==> config.mk <==
export PLATFORM = sky130hd
export DESIGN_NAME = reg_data_mem_param_flat
export DESIGN_NICKNAME = d
export VERILOG_FILES = /design/src/rtl/reg_data_mem_param_if.sv /design/src/rtl/reg_data_mem_param.sv /design/src/flat_wrapper.sv
export SDC_FILE = /design/constraint.sdc
export NUM_CORES = 1
export LEC_CHECK = 0
export BUFFER_PORTS_ARGS = -buffer_cell sky130_fd_sc_hd__buf_2
export CORE_MARGIN = 2
export CORE_UTILIZATION = 28
export CTS_CLUSTER_DIAMETER = 150
export DETAILED_ROUTE_END_ITERATION = 10
export GPL_TIMING_DRIVEN = 0
export HOLD_SLACK_MARGIN = 0.1
export MAX_ROUTING_LAYER = met4
export PLACE_DENSITY = 0.4
export RECOVER_POWER = 50
export REMOVE_ABC_BUFFERS = 1
export SKIP_CTS_REPAIR_TIMING = 1
export SYNTH_ARGS = -nofsm -noshare
export SYNTH_HDL_FRONTEND = slang
export SYNTH_SLANG_ARGS = --single-unit
==> constraint.sdc <==
create_clock -name clk -period 2.97 [get_ports clk]
set_input_delay 0 -clock clk [delete_from_list [all_inputs] [get_ports clk]]
set_output_delay 0 -clock clk [all_outputs]
set_load 0.1 [all_outputs]
==> src/rtl/reg_data_mem_param_if.sv <==
// Bus bundle for reg_data_mem_param: access strobes, clear request, monitor controls and
// read/monitor results. The master drives requests; the memory is the slave.
interface reg_data_mem_param_if #(
    parameter int unsigned DATA_W    = 16,
    parameter int unsigned ADDR_W    = 4,
    parameter int unsigned AIN_W     = 16,
    parameter int unsigned MON_WORDS = 2
);
    logic [AIN_W-1:0]            addr;
    logic [DATA_W-1:0]           data_in;
    logic                        MemWrite;
    logic                        MemRead;
    logic                        clr_req;
    logic                        mon_auto;
    logic                        mon_step;
    logic [ADDR_W-1:0]           mon_sel;
    logic [DATA_W-1:0]           data_out;
    logic                        rd_valid;
    logic                        addr_err;
    logic                        busy;
    logic [DATA_W*MON_WORDS-1:0] m_data;
    logic [ADDR_W-1:0]           m_base;

    modport master (
        output addr, data_in, MemWrite, MemRead, clr_req, mon_auto, mon_step, mon_sel,
        input  data_out, rd_valid, addr_err, busy, m_data, m_base
    );

    modport slave (
        input  addr, data_in, MemWrite, MemRead, clr_req, mon_auto, mon_step, mon_sel,
        output data_out, rd_valid, addr_err, busy, m_data, m_base
    );
endinterface

==> src/rtl/reg_data_mem_param.sv <==
// Clocked register-file data memory: synchronous write, registered read with valid/range
// strobes, background clear sweep and a registered multi-word monitor window.
module reg_data_mem_param #(
    parameter int unsigned DATA_W    = 16,
    parameter int unsigned ADDR_W    = 4,
    parameter int unsigned AIN_W     = 16,
    parameter int unsigned MON_WORDS = 2
) (
    input logic                 clk,
    input logic                 nClear,
    reg_data_mem_param_if.slave bus
);
    localparam int unsigned DEPTH = 2 ** ADDR_W;

    typedef enum logic {StIdle, StSweep} state_e;

    state_e                      state_q, state_d;
    logic [ADDR_W-1:0]           sweep_ptr_q, sweep_ptr_d;
    logic [ADDR_W-1:0]           auto_ptr_q, auto_ptr_d;
    logic [ADDR_W-1:0]           m_base_q, m_base_d;
    logic [DATA_W-1:0]           mem_q [DEPTH];
    logic [DATA_W-1:0]           mem_d [DEPTH];
    logic [DATA_W-1:0]           data_out_q, data_out_d;
    logic                        rd_valid_q, rd_valid_d;
    logic                        addr_err_q, addr_err_d;
    logic [DATA_W*MON_WORDS-1:0] m_data_q, m_data_d;

    logic [AIN_W-1:0]  addr_hi;
    logic [ADDR_W-1:0] idx;
    logic [ADDR_W-1:0] base;
    logic [ADDR_W-1:0] win_idx;
    logic              in_range;
    logic              sweeping;

    assign addr_hi  = bus.addr >> ADDR_W;
    assign in_range = (addr_hi == '0);
    assign idx      = bus.addr[ADDR_W-1:0];
    assign sweeping = (state_q == StSweep);
    assign base     = bus.mon_auto ? auto_ptr_q : bus.mon_sel;

    // Clear FSM: one word zeroed per cycle, leaves after the last index is cleared.
    always_comb begin
        state_d     = state_q;
        sweep_ptr_d = sweep_ptr_q;
        case (state_q)
            StIdle: begin
                if (bus.clr_req) begin
                    state_d     = StSweep;
                    sweep_ptr_d = '0;
                end
            end
            StSweep: begin
                sweep_ptr_d = sweep_ptr_q + 1'b1;
                if (&sweep_ptr_q) state_d = StIdle;
            end
            default: state_d = StIdle;
        endcase
    end

    always_comb begin
        mem_d = mem_q;
        if (sweeping) begin
            mem_d[sweep_ptr_q] = '0;
        end else if (bus.MemWrite && in_range) begin
            mem_d[idx] = bus.data_in;
        end
    end

    // Read path is write-first; sweeps and out-of-range reads return zero.
    always_comb begin
        data_out_d = data_out_q;
        rd_valid_d = bus.MemRead;
        addr_err_d = !in_range && (bus.MemRead || (bus.MemWrite && !sweeping));
        if (bus.MemRead) begin
            if (sweeping || !in_range) begin
                data_out_d = '0;
            end else if (bus.MemWrite) begin
                data_out_d = bus.data_in;
            end else begin
                data_out_d = mem_q[idx];
            end
        end
    end

    always_comb begin
        auto_ptr_d = auto_ptr_q;
        if (bus.mon_auto && bus.mon_step) auto_ptr_d = auto_ptr_q + 1'b1;
        m_base_d = base;
        m_data_d = '0;
        win_idx  = base;
        for (int k = 0; k < int'(MON_WORDS); k++) begin
            win_idx = base + ADDR_W'(k);
            m_data_d[DATA_W*(MON_WORDS-1-k) +: DATA_W] = mem_q[win_idx];
        end
    end

    always_ff @(posedge clk or negedge nClear) begin
        if (!nClear) begin
            state_q     <= StIdle;
            sweep_ptr_q <= '0;
            auto_ptr_q  <= '0;
            m_base_q    <= '0;
            mem_q       <= '{default: '0};
            data_out_q  <= '0;
            rd_valid_q  <= 1'b0;
            addr_err_q  <= 1'b0;
            m_data_q    <= '0;
        end else begin
            state_q     <= state_d;
            sweep_ptr_q <= sweep_ptr_d;
            auto_ptr_q  <= auto_ptr_d;
            m_base_q    <= m_base_d;
            mem_q       <= mem_d;
            data_out_q  <= data_out_d;
            rd_valid_q  <= rd_valid_d;
            addr_err_q  <= addr_err_d;
            m_data_q    <= m_data_d;
        end
    end

    assign bus.data_out = data_out_q;
    assign bus.rd_valid = rd_valid_q;
    assign bus.addr_err = addr_err_q;
    assign bus.busy     = sweeping;
    assign bus.m_data   = m_data_q;
    assign bus.m_base   = m_base_q;
endmodule

==> src/flat_wrapper.sv <==
// flat-port wrapper written by rule: the top's interface ports become plain ports
module reg_data_mem_param_flat 
#(
    parameter int unsigned DATA_W    = 16,
    parameter int unsigned ADDR_W    = 4,
    parameter int unsigned AIN_W     = 16,
    parameter int unsigned MON_WORDS = 2
)
  (clk, nClear, bus_addr, bus_data_in, bus_MemWrite, bus_MemRead, bus_clr_req, bus_mon_auto, bus_mon_step, bus_mon_sel, bus_data_out, bus_rd_valid, bus_addr_err, bus_busy, bus_m_data, bus_m_base);
  reg_data_mem_param_if #(.DATA_W(DATA_W), .ADDR_W(ADDR_W), .AIN_W(AIN_W), .MON_WORDS(MON_WORDS)) bus_i ();
  input logic clk;
  input logic nClear;
  input wire logic [$bits(bus_i.addr)-1:0] bus_addr;
  input wire logic [$bits(bus_i.data_in)-1:0] bus_data_in;
  input wire logic [$bits(bus_i.MemWrite)-1:0] bus_MemWrite;
  input wire logic [$bits(bus_i.MemRead)-1:0] bus_MemRead;
  input wire logic [$bits(bus_i.clr_req)-1:0] bus_clr_req;
  input wire logic [$bits(bus_i.mon_auto)-1:0] bus_mon_auto;
  input wire logic [$bits(bus_i.mon_step)-1:0] bus_mon_step;
  input wire logic [$bits(bus_i.mon_sel)-1:0] bus_mon_sel;
  output wire logic [$bits(bus_i.data_out)-1:0] bus_data_out;
  output wire logic [$bits(bus_i.rd_valid)-1:0] bus_rd_valid;
  output wire logic [$bits(bus_i.addr_err)-1:0] bus_addr_err;
  output wire logic [$bits(bus_i.busy)-1:0] bus_busy;
  output wire logic [$bits(bus_i.m_data)-1:0] bus_m_data;
  output wire logic [$bits(bus_i.m_base)-1:0] bus_m_base;
  assign bus_i.addr = bus_addr;
  assign bus_i.data_in = bus_data_in;
  assign bus_i.MemWrite = bus_MemWrite;
  assign bus_i.MemRead = bus_MemRead;
  assign bus_i.clr_req = bus_clr_req;
  assign bus_i.mon_auto = bus_mon_auto;
  assign bus_i.mon_step = bus_mon_step;
  assign bus_i.mon_sel = bus_mon_sel;
  assign bus_data_out = bus_i.data_out;
  assign bus_rd_valid = bus_i.rd_valid;
  assign bus_addr_err = bus_i.addr_err;
  assign bus_busy = bus_i.busy;
  assign bus_m_data = bus_i.m_data;
  assign bus_m_base = bus_i.m_base;
  reg_data_mem_param #(.DATA_W(DATA_W), .ADDR_W(ADDR_W), .AIN_W(AIN_W), .MON_WORDS(MON_WORDS)) u_core (.clk(clk), .nClear(nClear), .bus(bus_i));
endmodule
==> out/metrics.yaml <==
setup_path:
  cp-end-kind: "flop"
  cp-startpoint: "u_core.auto_ptr_q[0]"
  critical-path-slowest-cell: "sky130_fd_sc_hd__mux4_2"
  cp.arrival_ns: 3.62
  setup.worst_path.class: "flop to flop"
  worst-path-max-fanout: 7
  start_kind: "flop"
  critical_path.reg2reg.startpoint: "u_core.auto_ptr_q[0]"
  worst_path_most_repeated_cell: "sky130_fd_sc_hd__buf_16"
  crit_path_max_incr_delay_ns: 0.61
  crit_required_ns: 3.41
  critical_path_cell_sequence: "nand2_4 > a21boi_4 > clkinv_8 > buf_16 > ha_4 > buf_16 > clkbuf_16 > mux4_2 > a22oi_2 > nand2_2"
run_status:
  outcome: "complete, but fails checks"
  violations_in_the_final_reports: "max-capacitance violations, max-slew violations, negative setup slack"
sta:
  worst_clock_skew_on_the_final_layout_ns: 0.00960
  finalCritPeriodShare_pct: 107
  period_minus_slack_ns: 3.18
  timing_worst_slew_pin_value_ns: 2.01
  rsz0062_at_grt: "yes"
  finalSetupViolCount: 15
  fin_ws_ns: -0.213
  hold_violations: 0
  timing.slew.headroom_pct: -34.1
  max_clock_freq_ghz: 0.314
  timing_max_transition_violations_final: 96
logic_synthesis:
  ys.flop_type: "sky130_fd_sc_hd__dfrtp_1"
  async_flop_share_pct: 100
  yosys.cell_types.count: 58
  synth.yosys.warnings: 0
  yosys_register_bits: 319
  avgSynthCellArea_um2: 8.59
  number_of_instances_in_the_synthesized_netlist: 2358
  yosysSeqAreaShare_pct: 39.4
  netlist_area_um2: 20200
  synth_edf_count: 0
floorplan:
  rows: 98
  design.die.area_um2: 74500
  initial_utilization_pct: 28.3
  die_width_um: 273
  die-height_um: 273
  core_um2: 71500
  top_level_ports: 98
drt:
  wl_per_cell_um: 29.7
  drtIter0Drc: 2178
  num_vias: 19900
  total_routed_wirelength_um: 101000
  post_drt_via_cell_ratio: 5.86
  drt-pass1-iter-count: 6
  drc: 0
  detail_route_antenna_nets: 0
global_routing:
  antenna_violations_before_repair: 5
  vias_in_the_first_global_route: 18500
  globalRoute.totalOverflow: 0
  grt_first_pass_wirelength_um: 140000
  pin_count_of_the_biggest_net_entering_global_routing: 101
  grt_util_all_layers_pct: 26.7
cells_and_area:
  antenna_cells: 0
  area_delta_synth_final_pct: 23.8
  design.final.nets: 2465
  layout-drive-gt1-share_pct: 20.1
  final_common_cell: "sky130_fd_sc_hd__nand2_1"
  post-route-util_pct: 35.1
  final_cell_mix: "sky130_fd_sc_hd__nand2_1 (614), sky130_fd_sc_hd__o21ai_0 (345), sky130_fd_sc_hd__dfrtp_1 (316)"
power_and_ir_drop:
  p_leak_nw: 10.1
  report.power.total_w: 0.0245
  pwr_density_cell_nw_per_um2: 979
  max-vdd-ir-drop_v: 0.000583
flow_run:
  max_cap_violations: 2
clock_tree:
  clock_sink_count: 319
  tritoncts: "done"
  htree_levels: 2
  worstSkewPairLatency_ns: 0.58
  clk_pin_slew_ns: 0.06
  cts_inserted_buffers: 42
  cts-root-to-sink-buffers: 3
  cts_root_buffer: "sky130_fd_sc_hd__clkbuf_16"
min_path:
  hold_path_class: "input pin to flop"
  hold_start: "bus_addr[10]"
placed_design:
  port_buffers: 97
  place_congestion: 0.878
  place_ws_ns: -2.63
  place.detailed.hpwl_um: 60900
report_power, final:
group / leakage, nW / internal [W] / switching (W)
sequential: 4.29 / 0.00591 / 0.00182
clock: 0.743 / 0.00347 / 0.00214
combinational: 5.06 / 0.00403 / 0.00717
cells by family after synthesis:
kind of cell / share of synthesized area (%)
buffers and inverters: 5.54
and+or+nand+nor: 16.2
xor gates and xnor gates: 0.216
AOI/OAI and AO/OA: 24.1
muxes: 14.1
adders and majority gates: 0.371
DFF: 39.4
per-stage QoR:
step                      setup TNS [ns]  cells  area [µm²]  hold slack (ns)
final                              -1.83   3397       25100           0.0993
after global routing               -4.24   3397       25100            0.120
after global placement          -2501.79   3166       20900            0.254
after floorplan                  -140.91   2119       19300           -0.296
after CTS                        -239.87   3298       23800           -0.675
after detailed placement         -248.38   3223       22300          -0.0594
registers in the layout (all words and copies together) (netlist names):
name and cells:
u_core.mem_q 256, u_core.bus.m_data 32, u_core.bus.data_out 16, u_core.auto_ptr_q 4
u_core.bus.m_base 4, u_core.sweep_ptr_q 4, u_core.bus.addr_err 1, u_core.bus.busy 1
u_core.bus.rd_valid 1
area by class of cell:
type	count	area, µm²
clock inverter	11	180
clock buffer	64	1320
timing repair inverter	1	8.76
timing repair buffer	252	2630
inverter	39	165
multi-input combinational	1761	11600
sequential	319	7990
tap	950	1190
fill	7231	46400
final timing paths:
path                                           end  slack [ns]  cells after the start
setup reg to reg             u_core.bus.m_data[10]       -0.21                     10
min in group asynchronous         u_core.mem_q[41]        0.90                      4
hold / removal                   u_core.mem_q[213]         0.1                      7
setup / recovery             u_core.bus.m_data[10]       -0.21                     10
hold reg to reg            u_core.bus.data_out[12]        0.52                      2
max in group asynchronous          u_core.bus.busy        0.28                      5
worst max-delay path, delay by kind of cell, from the launching register on:
kind	cells	cell delay, ns
compound gates	2	0.58
fa+ha+maj	1	0.38
buf+inv	4	0.65
flops	1	0.56
mux	1	0.61
simple gates	2	0.20
synthesized netlist by cell type (all sizes together) (2+ instances only):
| library cell | n | area [µm²] |
|---|---|---|
| a211oi | 87 | 653 |
| a21o | 16 | 120 |
| a21oi | 77 | 385 |
| a221o | 2 | 20.0 |
| a221oi | 20 | 175 |
| a22oi | 62 | 465 |
| a2bb2oi | 2 | 17.5 |
| a41oi | 16 | 140 |
| and2 | 3 | 18.8 |
| and3b | 2 | 17.5 |
| buf | 69 | 337 |
| clkbuf | 170 | 638 |
| dfrtp | 319 | 7980 |
| ha | 6 | 75.1 |
| inv | 38 | 143 |
| mux2 | 18 | 203 |
| mux2i | 50 | 500 |
| mux4 | 96 | 2160 |
| nand2 | 630 | 2360 |
| nand2b | 22 | 138 |
| nand3 | 8 | 40.0 |
| nand4 | 6 | 43.8 |
| nor2 | 90 | 338 |
| nor2b | 4 | 25.0 |
| nor3 | 10 | 101 |
| nor3b | 2 | 15.0 |
| nor4 | 9 | 121 |
| o2111ai | 17 | 149 |
| o211ai | 36 | 270 |
| o21ai | 397 | 1990 |
| o221ai | 11 | 96.3 |
| o22a | 16 | 140 |
| o22ai | 16 | 100 |
| o311ai | 13 | 114 |
| xnor2 | 4 | 35.0 |
layer usage:
metal  track usage, %  vias to the layer above  part of all wire, %
li1                 -                     8622                    -
met1             36.1                    10100                   43
met2             39.0                     1024                   44
met3             3.50                      209                  7.3
met4             13.6                        0                  5.4
met5                -                        -                    0
No activity file was read; power rests on OpenSTA's default activity.
